<file path="src/rtl/fetch_pkg.sv">
// Shared widths and the buffered fetch entry layout for the instruction fetch unit.
package fetch_pkg;

   localparam int unsigned INSTR_W = 18;
   localparam int unsigned ADDR_W  = 16;

   typedef struct packed {
      logic [INSTR_W-1:0] instr;
      logic [ADDR_W-1:0]  pc;
   } fetch_entry_t;

endpackage

</file>
<file path="src/rtl/fetch_fifo.sv">
// Synchronous FIFO of fetch entries; flush overrides push and pop.
// Head is read straight out of the storage registers, so a push is visible next cycle.
module fetch_fifo
   import fetch_pkg::*;
#(
   parameter  int unsigned DEPTH = 4,
   localparam int unsigned CNT_W = $clog2(DEPTH + 1),
   localparam int unsigned PTR_W = $clog2(DEPTH)
) (
   input  logic               clk,
   input  logic               reset,
   input  logic               push,
   input  fetch_entry_t       push_data,
   input  logic               pop,
   input  logic               flush,
   output fetch_entry_t       head,
   output logic [CNT_W-1:0]   count
);

   fetch_entry_t     mem [DEPTH];
   logic [PTR_W-1:0] wr_ptr, wr_ptr_d;
   logic [PTR_W-1:0] rd_ptr, rd_ptr_d;
   logic [CNT_W-1:0] count_d;
   logic             do_push;
   logic             do_pop;

   // Next pointer/occupancy; flush empties the buffer and drops any push/pop.
   always_comb begin
      do_pop   = pop && (count != '0) && !flush;
      do_push  = push && ((count < CNT_W'(DEPTH)) || do_pop) && !flush;
      wr_ptr_d = wr_ptr;
      rd_ptr_d = rd_ptr;
      count_d  = count;
      if (flush) begin
         rd_ptr_d = wr_ptr;
         count_d  = '0;
      end else begin
         if (do_push) wr_ptr_d = wr_ptr + PTR_W'(1);
         if (do_pop)  rd_ptr_d = rd_ptr + PTR_W'(1);
         case ({do_push, do_pop})
            2'b10:   count_d = count + CNT_W'(1);
            2'b01:   count_d = count - CNT_W'(1);
            default: count_d = count;
         endcase
      end
   end

   // Pointer, occupancy and storage registers; storage clears on reset.
   always_ff @(posedge clk or posedge reset) begin
      if (reset) begin
         wr_ptr <= '0;
         rd_ptr <= '0;
         count  <= '0;
         mem    <= '{default: '0};
      end else begin
         wr_ptr <= wr_ptr_d;
         rd_ptr <= rd_ptr_d;
         count  <= count_d;
         if (do_push) mem[wr_ptr] <= push_data;
      end
   end

   assign head = mem[rd_ptr];

endmodule

</file>
<file path="src/rtl/instr_fetch_unit.sv">
// Instruction fetch front end: sequential PC generation with credit-limited
// requests, in-order response tracking, stale-response dropping on redirect.
module instr_fetch_unit #(
   parameter int unsigned       DEPTH    = 4,
   parameter int unsigned       ADDR_W   = fetch_pkg::ADDR_W,
   parameter int unsigned       INSTR_W  = fetch_pkg::INSTR_W,
   parameter logic [ADDR_W-1:0] RESET_PC = '0
) (
   input  logic               clk,
   input  logic               reset,
   output logic               imem_req_o,
   output logic [ADDR_W-1:0]  imem_addr_o,
   input  logic               imem_rvalid_i,
   input  logic [INSTR_W-1:0] imem_rdata_i,
   input  logic               redirect_i,
   input  logic [ADDR_W-1:0]  redirect_pc_i,
   output logic               instr_valid_o,
   input  logic               instr_ready_i,
   output logic [INSTR_W-1:0] instr_o,
   output logic [ADDR_W-1:0]  instr_pc_o
);

   import fetch_pkg::*;

   localparam int unsigned CNT_W = $clog2(DEPTH + 1);

   logic [ADDR_W-1:0] pc_q, pc_d;
   logic [ADDR_W-1:0] resp_pc_q, resp_pc_d;
   logic [CNT_W-1:0]  outstanding, outstanding_d;
   logic [CNT_W-1:0]  drop_cnt, drop_cnt_d;
   logic [CNT_W-1:0]  count;
   logic [CNT_W:0]    in_use;
   logic              rsp_ok;
   logic              push;
   logic              pop;
   fetch_entry_t      push_data;
   fetch_entry_t      head;

   // Buffered plus in-flight entries bound new requests, so the buffer never overflows.
   assign in_use        = {1'b0, count} + {1'b0, outstanding};
   assign imem_req_o    = !reset && !redirect_i && (in_use < (CNT_W + 1)'(DEPTH));
   assign imem_addr_o   = pc_q;
   assign rsp_ok        = imem_rvalid_i && (outstanding != '0);
   assign instr_valid_o = (count != '0) && !redirect_i;
   assign pop           = instr_valid_o && instr_ready_i;
   assign push_data     = '{instr: imem_rdata_i, pc: resp_pc_q};
   assign instr_o       = head.instr;
   assign instr_pc_o    = head.pc;

   // Next PC, credit and drop bookkeeping; a redirect marks everything in flight as stale.
   always_comb begin
      pc_d          = pc_q;
      resp_pc_d     = resp_pc_q;
      outstanding_d = outstanding;
      drop_cnt_d    = drop_cnt;
      push          = 1'b0;
      if (redirect_i) begin
         pc_d          = redirect_pc_i;
         resp_pc_d     = redirect_pc_i;
         outstanding_d = outstanding - CNT_W'(rsp_ok);
         drop_cnt_d    = outstanding - CNT_W'(rsp_ok);
      end else begin
         if (imem_req_o) pc_d = pc_q + ADDR_W'(1);
         outstanding_d = outstanding + CNT_W'(imem_req_o) - CNT_W'(rsp_ok);
         if (rsp_ok) begin
            if (drop_cnt != '0) begin
               drop_cnt_d = drop_cnt - CNT_W'(1);
            end else begin
               push      = 1'b1;
               resp_pc_d = resp_pc_q + ADDR_W'(1);
            end
         end
      end
   end

   // Fetch state registers.
   always_ff @(posedge clk or posedge reset) begin
      if (reset) begin
         pc_q        <= RESET_PC;
         resp_pc_q   <= RESET_PC;
         outstanding <= '0;
         drop_cnt    <= '0;
      end else begin
         pc_q        <= pc_d;
         resp_pc_q   <= resp_pc_d;
         outstanding <= outstanding_d;
         drop_cnt    <= drop_cnt_d;
      end
   end

   fetch_fifo #(
      .DEPTH (DEPTH)
   ) u_fifo (
      .clk       (clk),
      .reset     (reset),
      .push      (push),
      .push_data (push_data),
      .pop       (pop),
      .flush     (redirect_i),
      .head      (head),
      .count     (count)
   );

endmodule

</file>
<file path="config.mk">
export PLATFORM = sky130hd
export DESIGN_NAME = instr_fetch_unit
export DESIGN_NICKNAME = d
export VERILOG_FILES = /design/src/rtl/fetch_pkg.sv /design/src/rtl/fetch_fifo.sv /design/src/rtl/instr_fetch_unit.sv
export SDC_FILE = /design/constraint.sdc
export NUM_CORES = 1
export LEC_CHECK = 0
export BUFFER_PORTS_ARGS = -buffer_cell sky130_fd_sc_hd__buf_2
export CORE_MARGIN = 5
export CORE_UTILIZATION = 60
export CTS_BUF_LIST = sky130_fd_sc_hd__clkbuf_8
export DETAILED_ROUTE_END_ITERATION = 16
export PLACE_DENSITY = 0.88
export RECOVER_POWER = 50
export SYNTH_ARGS = -nofsm -noshare
export SYNTH_HDL_FRONTEND = slang
export SYNTH_SLANG_ARGS = --single-unit
</file>
<file path="constraint.sdc">
create_clock -name clk -period 13.8 [get_ports clk]
set_input_delay 1.38 -clock clk [delete_from_list [all_inputs] [get_ports clk]]
set_output_delay 1.38 -clock clk [all_outputs]
set_load 0.03 [all_outputs]
</file>
==> run metrics, run 1 <==
status=finished, violations left; failing checks=capacitance limit, slew limit; CP Data Required Time=13230 ps; DP Area=9200 um2; Worst Path Max Fanout=108; nets=752; Port Buf Inserts=90; initial antenna violation count=0; number of distinct library cells after synthesis=50; Final Slew Violations=243; synthesized area=8720 um2; fin crit period=between 7000 and 8000 ps; Final TNS setup=0 ps; final-layout fill cell count=1003; DR top layer=met4; Reg power frac=43.2%; clk sinks=181; WL met1=7.53 mm; synthesized flop and latch total=around 180; Setup Crit Path Kind=in2async; vias in the first global route=6077; CTS Hold Bufs=0; CTS tree=built; top_reg_cell synth=dfrtp_1; area occupied by multi-input gates=3870 um2; clock share of power=20.4%; clk_lat worst skew=460 ps; Post-synth EDFFs=0; via-per-instance ratio=6.18; Fin. Hold Viols=0; first-pass GRT wire length=around 30 mm; Detailed Route WL=18.1 mm; Comb pwr share=around 37%; LEAKAGE=4.54 nW; Sw Ratio=about a third; period utilisation layout=55.0%; Slew @ Worst Pin=approximately 4700 ps; met3 WL=1.16 mm; clock-pin slew on the worst setup and hold paths=80 ps; Die H=131 um; Seq. cell area=about 4500 um2; commonest non-fill, non-tap cells in the layout=dfrtp_1 (180), mux2_2 (143), buf_2 (72); routed vias=5522; Worst EP arrival=7020 ps; internal power=1.29 mW; max capacitance violation total=4; register area share after synthesis=about 52%; pin count of the biggest net entering global routing=109; Ports=a little over 90; RSZ-0062 raised after global routing=no; Initial Utilization=60.7%; clk buf depth=2; routed length per instance=20.2 um; CP Capture Type=asynchronous set/reset pin; diode count=0; Hold/Removal Path Class=reg2reg; GRT Resource Usage Total=a little under a quarter; global placement routability congestion=between 0.8 and 0.9; DRT iter0 DRCs=roughly 280; Ys Warns=0; Post-Syn Nets=675; antenna viol nets, final=0; met2 routed WL=9.15 mm; Post-Syn Instances=620; Remaining Overflow, GRT=0; final instance area=9610 um2; share of synthesized flip-flops with an asynchronous set or reset=100%; setup bufs post-CTS=0; row cnt=between 40 and 50; Power Density=207 nW/um2; H-tree lvl count=4; core area=14400 um2; # setup viols final=0; Clock Tree Root=clkbuf_8; Switch Pwr=701 uW; DR pass1 iterations=4; Startpoint Class=input port; Area growth syn-to-layout=10.2%; die span in x=around 130 um; DP Wirelength=11.7 mm; Peak Freq=approximately 130 MHz; Die ar.=17000 um2; highest ir drop seen on vdd=0.0984 mV; commonest non-fill, non-tap cell in the layout=dfrtp_1; syn_area_per_cell=14.1 um2; DRC violations left=0; clock skew=8.16 ps; CTS buffer count=17; PostCTS Resize Cnt=0; Slew HR=-216%; share of post-route cells with drive strength above 1=41.4%
## stage by stage
| stage | setup slack (ps) | std cells | utilization [%] | power [mW] | hold slack (ps) |
|---|---|---|---|---|---|
| 4_1_cts | 8900 | 894 | 67.2 | 2.01 | 508 |
| 6_report | 6220 | 894 | 66.9 | 1.99 | 505 |
| 2_1_floorplan | 7500 | 620 | - | 1.40 | 474 |
| 3_3_place_gp | 9030 | 862 | 64.0 | 1.55 | 481 |
| 5_1_grt | 4740 | 894 | 66.9 | 2.10 | 520 |
| 3_5_place_dp | 8940 | 862 | 64.0 | 1.60 | 488 |
## logic make-up after synthesis
logic type / synth area share (%)
multiplexers: 28.1
flip-flops: 52.0
AND/OR/NAND/NOR: 6.95
AO/OA/AOI/OAI: 5.35
buffers and inverters: 3.42
XOR/XNOR: 1.81
adder cells (fa/ha/maj): 2.47
## power by group through the flow
stage / Combinational [mW] / Sequential [mW] / Clock [mW]
3_3_place_gp: 0.709 / 0.839 / 0
3_5_place_dp: 0.736 / 0.868 / 0
5_1_grt: 0.788 / 0.886 / 0.430
6_report: 0.726 / 0.859 / 0.406
4_1_cts: 0.741 / 0.859 / 0.412
2_1_floorplan: 0.593 / 0.810 / 0
## routing by layer
layer,GRT usage [%],vias up
li1,-,2460
met1,29.0,2879
met2,37.5,161
met3,6.75,22
met4,6.72,0
met5,0,-
## area by class of cell
class,instances,share of cell area (%)
inverter,18,0.716
sequential,181,47.2
clock buffer,20,2.87
tap,184,2.40
clock inverter,12,1.90
multi-input combinational,386,40.3
timing repair buffer,93,4.65
## registers in the layout, indices dropped and copies added, names as in the netlist
register and flops:
drop_cnt 3, u_fifo.mem 136, imem_addr_o 16, outstanding 3, u_fifo.rd_ptr 2, u_fifo.count 3, u_fifo.wr_ptr 2, resp_pc_q 16
## worst max-delay path: stages
cell	delay [ps]
clkbuf_1	110
clkinvlp_2	2640
clkbuf_1	2800
## cell usage after synthesis (4+ instances only)
master | n | area (um2)
buf_6 | 12 | 135
xnor2_1 | 10 | 87.6
a21oi_1 | 8 | 40.0
xor2_1 | 8 | 70.1
or3_1 | 4 | 25.0
o21a_1 | 4 | 30.0
and3_1 | 7 | 43.8
dfrtp_1 | 181 | 4530
nor4_1 | 9 | 56.3
mux4_2 | 34 | 766
o31a_1 | 19 | 166
nand4_1 | 12 | 75.1
clkbuf_1 | 12 | 45.0
nand2_1 | 20 | 75.1
nand2b_1 | 9 | 56.3
mux2i_1 | 7 | 70.1
nor2_1 | 11 | 41.3
o21ai_0 | 11 | 55.1
nor3_1 | 6 | 30.0
a31oi_1 | 4 | 25.0
mux2_2 | 143 | 1610
nand3_1 | 9 | 45.0
buf_1 | 4 | 15.0
ha_1 | 14 | 175
inv_1 | 17 | 63.8
nand2_2 | 4 | 25.0
a21boi_0 | 4 | 30.0
buf_2 | 6 | 30.0
## final timing paths
| path | start | endpoint | slack, ps | cells after the start |
|---|---|---|---|---|
| min in group asynchronous | reset | outstanding[1] | 2390 | 2 |
| max in group clk | redirect_i | instr_valid_o | 7600 | 4 |
| worst min register to register | u_fifo.mem[51] | u_fifo.mem[51] | 500 | 1 |
| worst max-delay path | reset | u_fifo.rd_ptr[0] | 6220 | 3 |
| worst max register to register | drop_cnt[0] | u_fifo.mem[91] | 9150 | 6 |
| worst min-delay path | u_fifo.mem[51] | u_fifo.mem[51] | 500 | 1 |
Power figures use the tool's default switching activity.
==> inputs of run 2 (changes only) <==
- clock period: 13.8 -> 7.8 ns (I/O delays scaled with it)
==> run 2 against run 1 <==
Against the previous run: the run still ends with capacitance limit, slew limit left; setup slack worse by 3500 ps; clock-buffer cell count unchanged; non-clock buffer count unchanged; clock skew up 2.8 ps; power up 73%; critical endpoint is now u_fifo.mem[88]; largest cell class unchanged; largest power group unchanged.
==> run metrics, run 2 (synthesis gave the netlist of run 1 again) <==
routed vias=5433 (was 5522); Worst Path Max Fanout=50 (was 108); max capacitance violation total=3 (was 4); CTS Hold Bufs=0 (unchanged); period utilisation layout=between 60% and 70%; Largest Register=u_fifo.mem (unchanged); via-per-instance ratio=6.08 (was 6.18); fin crit period=about 5000 ps; initial antenna violation count=0 (unchanged); clock skew=11.0 ps (was 8.16 ps); CTS buffer count=17 (unchanged); setup bufs post-CTS=0 (unchanged); failing checks=capacitance limit, slew limit (unchanged); GRT Resource Usage Total=22.4% (was 22.6%); routed length per instance=20.0 um (was 20.2 um); Clock Tree Root=clkbuf_8 (unchanged); CP Capture Type=register (was asynchronous set/reset pin); commonest non-fill, non-tap cell in the layout=dfrtp_1 (unchanged); die span in x=131 um (unchanged); Power Density=361 nW/um2 (was 207 nW/um2); core area=14400 um2 (unchanged); Setup Crit Path Kind=in2reg (was in2async); DR pass1 iterations=5 (was 4); diode count=0 (unchanged); DRC violations left=0 (unchanged); Worst EP arrival=5390 ps (was 7020 ps); ordered list of cells on the worst path=clkbuf_1 > a2111oi_0 > nand2_2 > mux2_2 (was clkbuf_1 > clkinvlp_2 > clkbuf_1); non-filler cells, final=894 (unchanged); antenna viol nets, final=0 (unchanged); Setup WS post-layout=2760 ps (was 6220 ps); Remaining Overflow, GRT=0 (unchanged); Area growth syn-to-layout=9.54% (was 10.2%); Detailed Route WL=17.9 mm (was 18.1 mm); PostCTS Resize Cnt=0 (unchanged); clk_lat worst skew=470 ps (was 460 ps); status=finished, violations left (unchanged); Seq. cell area=4530 um2 (unchanged); nets=752 (unchanged); H-tree lvl count=4 (unchanged); share of post-route cells with drive strength above 1=41.3% (was 41.4%); CP peak stage delay=2070 ps (was 2800 ps); Finished Core Util=66.5% (was 66.9%); Fin. Hold Viols=0 (unchanged); row cnt=44 (unchanged); clk sinks=181 (unchanged); first-pass GRT wire length=29.8 mm (about the same); Ports=91 (unchanged); Hold/Removal Path Class=reg2reg (unchanged); Slew @ Worst Pin=4150 ps (was 4720 ps); Port Buf Inserts=90 (unchanged); # setup viols final=0 (unchanged); RSZ-0062 raised after global routing=no (unchanged); max reg flops=136 (unchanged); clock-pin slew on the worst setup and hold paths=90 ps (was 80 ps); vias in the first global route=5916 (was 6077); Initial Utilization=60.7% (unchanged); placed cells=862 (unchanged); LEAKAGE=4.51 nW (was 4.54 nW); Peak Freq=198 MHz; pin count of the biggest net entering global routing=96 (was 109); global placement routability congestion=0.807 (was 0.804); DRT iter0 DRCs=326 (was 275); Die H=131 um (unchanged); final-layout fill cell count=975 (was 1003); clk buf depth=2 (unchanged); commonest non-fill, non-tap cells in the layout=dfrtp_1 (180), mux2_2 (143), buf_2 (72) (unchanged); DP Wirelength=11.8 mm (was 11.7 mm); Final Slew Violations=155 (was 243); Die ar.=17000 um2 (unchanged); CTS tree=built (unchanged); CP Data Required Time=8150 ps (was 13230 ps); area occupied by multi-input gates=3870 um2 (about the same); Slowest-stage cell, CP=a2111oi_0 (was clkbuf_1); Slew HR=-178% (was -216%); Final TNS setup=0 ps (unchanged); highest ir drop seen on vdd=0.226 mV (was 0.0984 mV); DP Worst Slack=3870 ps (was 8940 ps); Startpoint Class=input port (unchanged); total chip power=3.44 mW (was 1.99 mW)
run 2: changes by cell type in the layout (fill, tap and decap cells not counted), moves of 2 or more:
cell	change
inv_6	+3
bufinv_16	-3
clkinv_2	-4
clkinv_4	+2
run 2: layer usage:
metal / track usage (%) / up-vias / wire length [um]
li1: - / 2452 / -
met1: 28.9 / 2796 / 7480
met2: 38.5 / 170 / 9190
met3: 5.73 / 15 / 1050
met4: 5.14 / 0 / 180
met5: 0 / - / 0
run 2: cell type report:
type / instances / area share [%]
clock buffers: 20 / 2.88
clock inverters: 12 / 1.34
inverters: 18 / 0.721
multi-input cells: 386 / 40.5
flip-flops and latches: 181 / 47.4
well taps: 184 / 2.41
repair buffers: 93 / 4.72
run 2: worst max-delay path, delay by kind of cell:
family / cells / cell delay [ps]
compound gates: 1 / 2070
simple gates: 1 / 1170
buf+inv: 1 / 760
mux: 1 / 580
run 2: final timing paths:
path / startpoint / endpoint / slack (ps) / cells after the start
hold / removal: u_fifo.mem[63] / u_fifo.mem[63] / 510 / 1
setup / recovery: redirect_i / u_fifo.mem[88] / 2760 / 4
hold reg to reg: u_fifo.mem[63] / u_fifo.mem[63] / 510 / 1
min in group asynchronous: reset / imem_addr_o[1] / 1580 / 2
max in group asynchronous: reset / u_fifo.rd_ptr[0] / 3770 / 3
setup reg to reg: drop_cnt[0] / u_fifo.mem[88] / 3070 / 6
run 2: stage by stage:
stage	area (um2)	hold slack, ps
6_report	9550	506
5_1_grt	9550	516
4_1_cts	9600	508
3_5_place_dp	9200	488
3_3_place_gp	9200	481
2_1_floorplan	8720	474
run 2: where the power goes:
part | internal [mW] | switching [mW]
registers | 1.26 | 0.213
clock network | 0.310 | 0.335
logic | 0.620 | 0.705
